**src/rtl/id_pipe_ctrl.sv**
```systemverilog
// ID-stage pipeline controller: carries the decoded control bundle through
// EX/MEM/WB, detects load-use hazards, drives EX forwarding selects,
// squashes issue behind a pending exception and flushes IF on jumps.
module id_pipe_ctrl #(
  parameter int CNT_W = 16
) (
  input  logic             clk,
  input  logic             rst_n,
  input  logic             Valid,
  input  logic [4:0]       Rs,
  input  logic [4:0]       Rt,
  input  logic             UsesRt,
  input  logic [4:0]       Dst,
  input  logic             RegWr,
  input  logic             MemWr,
  input  logic             MemtoReg,
  input  logic [1:0]       LoadType,
  input  logic             Jump,
  input  logic             Exception,
  input  logic             Exc_ack,
  output logic             Stall,
  output logic             Flush_IF,
  output logic             ExcPending,
  output logic             ex_RegWr,
  output logic             ex_MemWr,
  output logic             ex_MemtoReg,
  output logic [1:0]       ex_LoadType,
  output logic [4:0]       ex_Dst,
  output logic [1:0]       Fwd_A,
  output logic [1:0]       Fwd_B,
  output logic             mem_RegWr,
  output logic             mem_MemWr,
  output logic             mem_MemtoReg,
  output logic [1:0]       mem_LoadType,
  output logic [4:0]       mem_Dst,
  output logic             wb_RegWr,
  output logic             wb_MemtoReg,
  output logic [4:0]       wb_Dst,
  output logic [CNT_W-1:0] Retired
);

  localparam int STAGES = 3;  // EX=1, MEM=2, WB=3

  typedef struct packed {
    logic       reg_wr;
    logic       mem_wr;
    logic       mem_to_reg;
    logic [1:0] load_type;
    logic [4:0] dst;
  } ctl_t;

  localparam logic [1:0] FWD_RF  = 2'b00;
  localparam logic [1:0] FWD_MEM = 2'b01;
  localparam logic [1:0] FWD_WB  = 2'b10;

  logic [STAGES:1]   vld_pipe;
  ctl_t              id_ctl, ex_ctl, mem_ctl, wb_ctl;
  logic [4:0]        ex_rs, ex_rt;
  logic              ex_uses_rt;
  logic              exc_pending;
  logic              bubble;
  logic [CNT_W-1:0]  retired;

  // Pick the youngest producer of src; register 0 is never a source.
  function automatic logic [1:0] fwd_sel(input logic [4:0] src, input logic en,
                                         input logic mv, input ctl_t mc,
                                         input logic wv, input ctl_t wc);
    logic [1:0] sel;
    sel = FWD_RF;
    if (en) begin
      if (mv && mc.reg_wr && mc.dst != 5'd0 && mc.dst == src)
        sel = FWD_MEM;
      else if (wv && wc.reg_wr && wc.dst != 5'd0 && wc.dst == src)
        sel = FWD_WB;
    end
    return sel;
  endfunction

  // Hazard, bubble, flush and the ID bundle to launch into EX.
  always_comb begin
    id_ctl           = '0;
    id_ctl.reg_wr    = RegWr;
    id_ctl.mem_wr    = MemWr;
    id_ctl.mem_to_reg = MemtoReg;
    id_ctl.load_type = LoadType;
    id_ctl.dst       = Dst;
    // Load in EX whose result the ID instruction needs: hold one cycle so
    // the load has reached a forwardable stage when the consumer enters EX.
    Stall = Valid && vld_pipe[1] && ex_ctl.mem_to_reg && ex_ctl.reg_wr &&
            ex_ctl.dst != 5'd0 &&
            (ex_ctl.dst == Rs || (UsesRt && ex_ctl.dst == Rt));
    bubble   = Stall || !Valid || exc_pending || (Valid && Exception);
    Flush_IF = Valid && Jump && !Stall && !exc_pending && !Exception;
  end

  // Stage registers: MEM and WB always advance; only ID->EX honours bubble.
  always_ff @(posedge clk or negedge rst_n) begin
    if (!rst_n) begin
      vld_pipe   <= '0;
      ex_ctl     <= '0;
      mem_ctl    <= '0;
      wb_ctl     <= '0;
      ex_rs      <= '0;
      ex_rt      <= '0;
      ex_uses_rt <= 1'b0;
    end else begin
      vld_pipe[STAGES:2] <= vld_pipe[STAGES-1:1];
      mem_ctl <= ex_ctl;
      wb_ctl  <= mem_ctl;
      if (bubble) begin
        vld_pipe[1] <= 1'b0;
        ex_ctl      <= '0;
        ex_rs       <= '0;
        ex_rt       <= '0;
        ex_uses_rt  <= 1'b0;
      end else begin
        vld_pipe[1] <= 1'b1;
        ex_ctl      <= id_ctl;
        ex_rs       <= Rs;
        ex_rt       <= Rt;
        ex_uses_rt  <= UsesRt;
      end
    end
  end

  // Pending exception: ack wins over a same-cycle fault; ack while idle is ignored.
  always_ff @(posedge clk or negedge rst_n) begin
    if (!rst_n)
      exc_pending <= 1'b0;
    else if (exc_pending && Exc_ack)
      exc_pending <= 1'b0;
    else if (Valid && Exception && !Stall && !exc_pending)
      exc_pending <= 1'b1;
  end

  // Retired-instruction counter, wraps naturally.
  always_ff @(posedge clk or negedge rst_n) begin
    if (!rst_n)
      retired <= '0;
    else if (vld_pipe[STAGES])
      retired <= retired + CNT_W'(1);
  end

  assign Fwd_A = fwd_sel(ex_rs, vld_pipe[1], vld_pipe[2], mem_ctl, vld_pipe[3], wb_ctl);
  assign Fwd_B = fwd_sel(ex_rt, vld_pipe[1] && ex_uses_rt, vld_pipe[2], mem_ctl,
                         vld_pipe[3], wb_ctl);

  assign ExcPending   = exc_pending;
  assign ex_RegWr     = ex_ctl.reg_wr;
  assign ex_MemWr     = ex_ctl.mem_wr;
  assign ex_MemtoReg  = ex_ctl.mem_to_reg;
  assign ex_LoadType  = ex_ctl.load_type;
  assign ex_Dst       = ex_ctl.dst;
  assign mem_RegWr    = mem_ctl.reg_wr;
  assign mem_MemWr    = mem_ctl.mem_wr;
  assign mem_MemtoReg = mem_ctl.mem_to_reg;
  assign mem_LoadType = mem_ctl.load_type;
  assign mem_Dst      = mem_ctl.dst;
  assign wb_RegWr     = wb_ctl.reg_wr;
  assign wb_MemtoReg  = wb_ctl.mem_to_reg;
  assign wb_Dst       = wb_ctl.dst;
  assign Retired      = retired;

endmodule

```
**config.mk**
```make
export PLATFORM = sky130hd
export DESIGN_NAME = id_pipe_ctrl
export DESIGN_NICKNAME = d
export VERILOG_FILES = /design/src/rtl/id_pipe_ctrl.sv
export SDC_FILE = /design/constraint.sdc
export NUM_CORES = 1
export LEC_CHECK = 0
export ABC_CLOCK_PERIOD_IN_PS = 1870
export BUFFER_PORTS_ARGS = -buffer_cell sky130_fd_sc_hd__buf_2
export CAP_MARGIN = 5
export CORE_MARGIN = 2
export CORE_UTILIZATION = 37
export CTS_BUF_LIST = sky130_fd_sc_hd__clkbuf_8
export DETAILED_ROUTE_END_ITERATION = 10
export SLEW_MARGIN = 20
export SYNTH_ARGS = -nofsm -noshare
export SYNTH_HDL_FRONTEND = slang
export SYNTH_SLANG_ARGS = --single-unit
export TNS_END_PERCENT = 30
```
**constraint.sdc**
```tcl
create_clock -name clk -period 1.87 [get_ports clk]
set_clock_uncertainty 0.2 [all_clocks]
set_input_delay 0.374 -clock clk [delete_from_list [all_inputs] [get_ports clk]]
set_output_delay 0.374 -clock clk [all_outputs]
set_load 0.01 [all_outputs]
```
Word-level counts from Yosys, hierarchy flattened

Index checks and enable logic that the tools add are counted.

Bits in registers: 58
Logic and storage cells: 74

Multiplexer cells: 13
Reductions and logical operators: 35
Equality and inequality tests: 6
$add $sub $neg: 1

Operators with widths:

| kind                                           | number |
|---|---|
| == test 5 bit                                  | 6 |
| logical AND 1 bit                              | 23 |
| adder 16 x 1 -> 16 bit (second input constant) | 1 |
| nonzero test 5 bit                             | 3 |
| two-way mux 2 bit                              | 6 |
| two-way mux 10 bit                             | 1 |
| two-way mux 5 bit                              | 2 |
| logical NOT 1 bit                              | 4 |
| logical OR 1 bit                               | 4 |
| two-way mux 1 bit                              | 4 |
| nonzero test 2 bit                             | 1 |

Logic depth before layout (Yosys ltp)

Word-level depth: 10
Mapped depth: 5
Mapped depth without buffers: 5

Worst setup path before layout

No wires, ideal clock.

Path kind: reg-to-output
Start point: register mem_ctl, in the netlist mem_Dst[1]
End point: output port Fwd_B[1]
Stages on the path, launching flop included: 5
Data required time: 1.296 ns
Data arrival time: 1.533 ns
Slack: -0.237 ns
Path through: dfrtp_1 or4_1 o211ai_2 nor4_1 nor3_1

Longest elaborated chain between the ends: 5
Elaborated cells between the ends (all ways): 6
Classes of those cells: eq/ne: 1; mux: 2; reduce/logical: 3

RTL lines:

| element                  | line | source |
|---|---|---|
| start: declaration       | 57   | `ctl_t id_ctl, ex_ctl, mem_ctl, wb_ctl;` |
| start signal: assignment | 108  | `mem_ctl <= ex_ctl;` |
| nonzero test 5 bit       | 71   | `if (mv && mc.reg_wr && mc.dst != 5'd0 && mc.dst == src)` |
| logical AND 1 bit        | 71   |  |
| logical AND 1 bit (*)    | 71   |  |
| two-way mux 2 bit (*)    | 71   |  |
| two-way mux 2 bit (*)    | 70   | `if (en) begin` |
| end: declaration         | 30   | `output logic [1:0] Fwd_B,` |

Every way passes the cells marked *; elsewhere a longest branch is shown, timed or not.

Final worst setup path

Start point: register mem_ctl, in the netlist mem_Dst[1]
End point: output port Fwd_B[0]

The elaborated chain is that of the path after synthesis.

==> impl_metrics.json <==
{
  "outcome": "finished with violations",
  "violations_in_the_final_reports": "setup timing",
  "place_congestion": 0.8526,
  "worst_ep_arrival_time_ps": 1840,
  "buffer_ports.inserted": 76,
  "yosys_register_bits": 58,
  "avgRoutedWirePerCell_um": 14.12,
  "hp-start": "Dst[0]",
  "synth-edff-count": 0,
  "clkSinkCount": 58,
  "clkLatencyLatePin_ps": 340,
  "synthArstFlopShare_pct": 100.0,
  "groute.usage.overall_pct": 16.88,
  "fmax_ghz": 0.4134,
  "synth_most_common_cell": "dfrtp_1",
  "relSlewSlack_pct": 77.84,
  "syn2layout_area_growth_pct": 40.04,
  "synth_top_cells_by_area": "dfrtp_1 (58%), xnor2_1 (9.1%), xor2_1 (6.7%)",
  "antenna_found_initial": 0,
  "synth_largest_type_area_fraction_pct": 58.20,
  "grt_max_degree": 59,
  "hold-path-endpoint": "ex_Dst[0]",
  "crit_path_end_kind": "output pin",
  "required_time_worst_endpoint_ps": 1300,
  "path_category_of_the_worst_min_delay_check": "primary input to flip-flop",
  "r2r_setup_slk_ps": 140,
  "rr_worst_depth": 5,
  "global_route.overflow_total": 0,
  "hold_viol": 0,
  "worst_hold_depth": 3,
  "fin_crit_sh_pct": 129.3,
  "layout-drive-gt1-share_pct": 43.83,
  "leakagePower_nw": 1.887,
  "setup-violations-final": 6,
  "maxCapViolations": 0,
  "final_cell_count_no_fill": 401,
  "power_density_nw_per_um2": 949.5,
  "core_area_um2": 6422,
  "h-tree-depth": 3,
  "max-vdd-ir-drop_v": 0.0004352,
  "synthDominantAreaCellType": "dfrtp_1",
  "postCtsSetupBuffers": 0,
  "via_count": 1910,
  "yosysSeqAreaShare_pct": 58.20,
  "rows": 29,
  "layout.nets": 347,
  "detail-route-antenna-nets": 0,
  "mappedNetlistNets": 238,
  "total_die_area_um2": 7412,
  "tightest_slew_ps": 332.4,
  "clock-root-buffer": "clkbuf_8",
  "post-place-ws_ps": -259.1,
  "post_synthesis_instance_area_um2": 2494,
  "r2r_start": "ex_Dst[0]",
  "critical_path_class": "flip-flop to output pin",
  "grt_first_pass_wirelength_mm": 9.439,
  "maximum_root_to_sink_buffer_count": 2,
  "vias_per_cell": 4.763,
  "synth_commonest_cells": "dfrtp_1 (58), xnor2_1 (26), inv_1 (23), a211oi_1 (22), xor2_1 (19)",
  "initial_core_util_pct": 38.83,
  "post_synth_num_cell_types": 30,
  "finalWorstSetupSlack_ps": -548.7,
  "ys.warnings.count": 0,
  "grt_setup_unrepaired": "true",
  "route.detailed.drc": 0,
  "drtIter0Drc": 47,
  "p_total_w": 0.003316,
  "width_of_the_die_um": 86.10,
  "number_of_antenna_repair_diodes": 0,
  "final-max-slew-violation-count": 0,
  "synthesis.instances": 210,
  "cts_made_buffers": 9,
  "start_kind": "flip-flop",
  "clock_pin_slew_of_the_registers_on_the_worst_case_setup_and_hold_paths_ps": 70,
  "capture_point_of_the_worst_reg_to_reg_path": "ex_rs[1]",
  "first_pass_iters": 4,
  "critPathMaxFanout": 2,
  "post_synth.cell_area_avg_um2": 11.87,
  "post-place-cells": 384,
  "cts_tree": "done",
  "utilization_pct": 54.37,
  "boundaryPins": 77,
  "postSynth.topFlopCell": "dfrtp_1",
  "die_height_um": 86.10,
  "grt_pass1_vias": 1974,
  "timing.final.crit_period_ps": 2419,
  "routed_wl_mm": 5.663,
  "dp.final_hpwl_mm": 4.316
}
state kept, by name, indices dropped and copies added (netlist names):
| name | flops |
|---|---|
| ex_LoadType | 2 |
| ex_Dst | 5 |
| mem_MemWr | 1 |
| ex_MemtoReg | 1 |
| mem_LoadType | 2 |
| wb_RegWr | 1 |
| Retired | 16 |
| wb_MemtoReg | 1 |
| ex_RegWr | 1 |
| ex_uses_rt | 1 |
| mem_Dst | 5 |
| mem_MemtoReg | 1 |
| ex_rs | 5 |
| ex_rt | 5 |
| vld_pipe | 3 |
| mem_RegWr | 1 |
| ExcPending | 1 |
| ex_MemWr | 1 |
| wb_Dst | 5 |
critical path, stage by stage, from the launching register on:
cell and delay [ps]:
dfrtp_2 400, or4_4 530, o211ai_2 200, nor4_2 90
and3_1 160, buf_2 140
timing repair:
item                       in CTS  in global routing
pin swaps                       9                  4
hold endpoints to repair       58                  0
resized for setup               5                  4
setup endpoints to repair       6                 23
hold buffers                    1                  0
routing by layer:
layer / wire (µm) / up-vias / GRT usage (%)
met1: 2378 / 896 / 20.16
met3: 351 / 14 / 5.197
li1: - / 936 / -
met4: 157 / 0 / 8.658
met5: 0 / - / 0
met2: 2776 / 64 / 27.41
worst max path at each step:
stage                     from       end  depth (start not counted)
floorplan           mem_Dst[4]  Fwd_B[0]                          4
global placement    mem_Dst[4]  Fwd_B[0]                          5
detailed placement       Rt[0]     Stall                          6
CTS                 mem_Dst[1]  Fwd_B[0]                          5
global route        mem_Dst[4]  Fwd_B[0]                          6
finish              mem_Dst[1]  Fwd_B[0]                          5
cells in the final DEF, fill, tap and decap left out, drive strengths merged:
cell type,instances
and3,3
nand4,8
a211oi,22
nor4,4
bufinv,3
mux2,1
nand2,6
ha,1
a2bb2oi,1
a21oi,2
nor2b,1
nand3,7
o211ai,2
nand2b,2
nor3,3
buf,104
clkinv,4
xnor2,26
nor2,4
and4,3
nor3b,1
or4,2
o21ai,1
inv,23
dlygate4sd3,1
o32ai,1
clkbuf,9
and2,2
xor2,19
dfrtp,58
final cells by class:
cell class | count | area [µm²]
tap | 77 | 96.34
fill | 577 | 2930
clock inverter | 7 | 117.6
timing repair buffer | 105 | 623.1
multi-input combinational | 122 | 985.9
sequential | 58 | 1459
inverter | 23 | 86.33
clock buffer | 9 | 123.9
power breakdown:
| part | internal [W] | switching (W) |
|---|---|---|
| logic | 0.000229 | 0.000238 |
| registers | 0.00136 | 0.000104 |
| clock network | 0.000884 | 0.000504 |
| total | 0.00247 | 0.000847 |
cells by family (layout without fill, tap and decap cells):
kind of cell | after synthesis | after routing | synth area share (%)
buffers and inverters | 30 | 144 | 5.068
XOR/XNOR | 45 | 45 | 15.81
multiplexers | 1 | 1 | 0.4515
adder cells (fa/ha/maj) | 1 | 1 | 0.5017
flip-flops | 58 | 58 | 58.20
AO/OA/AOI/OAI | 29 | 29 | 9.483
AND/OR/NAND/NOR | 46 | 46 | 10.49
per-stage QoR:
stage                     instance area (µm²)  TNS, ps  hold WS, ps
after floorplan                          2526   -690.6       -121.6
after global placement                   3189    -1322        152.8
after detailed placement                 3189    -2446        157.0
after CTS                                3472    -3090        18.35
after global routing                     3492    -3469        26.11
final                                    3492    -2906        37.28
(Power assumes the default switching activity.)
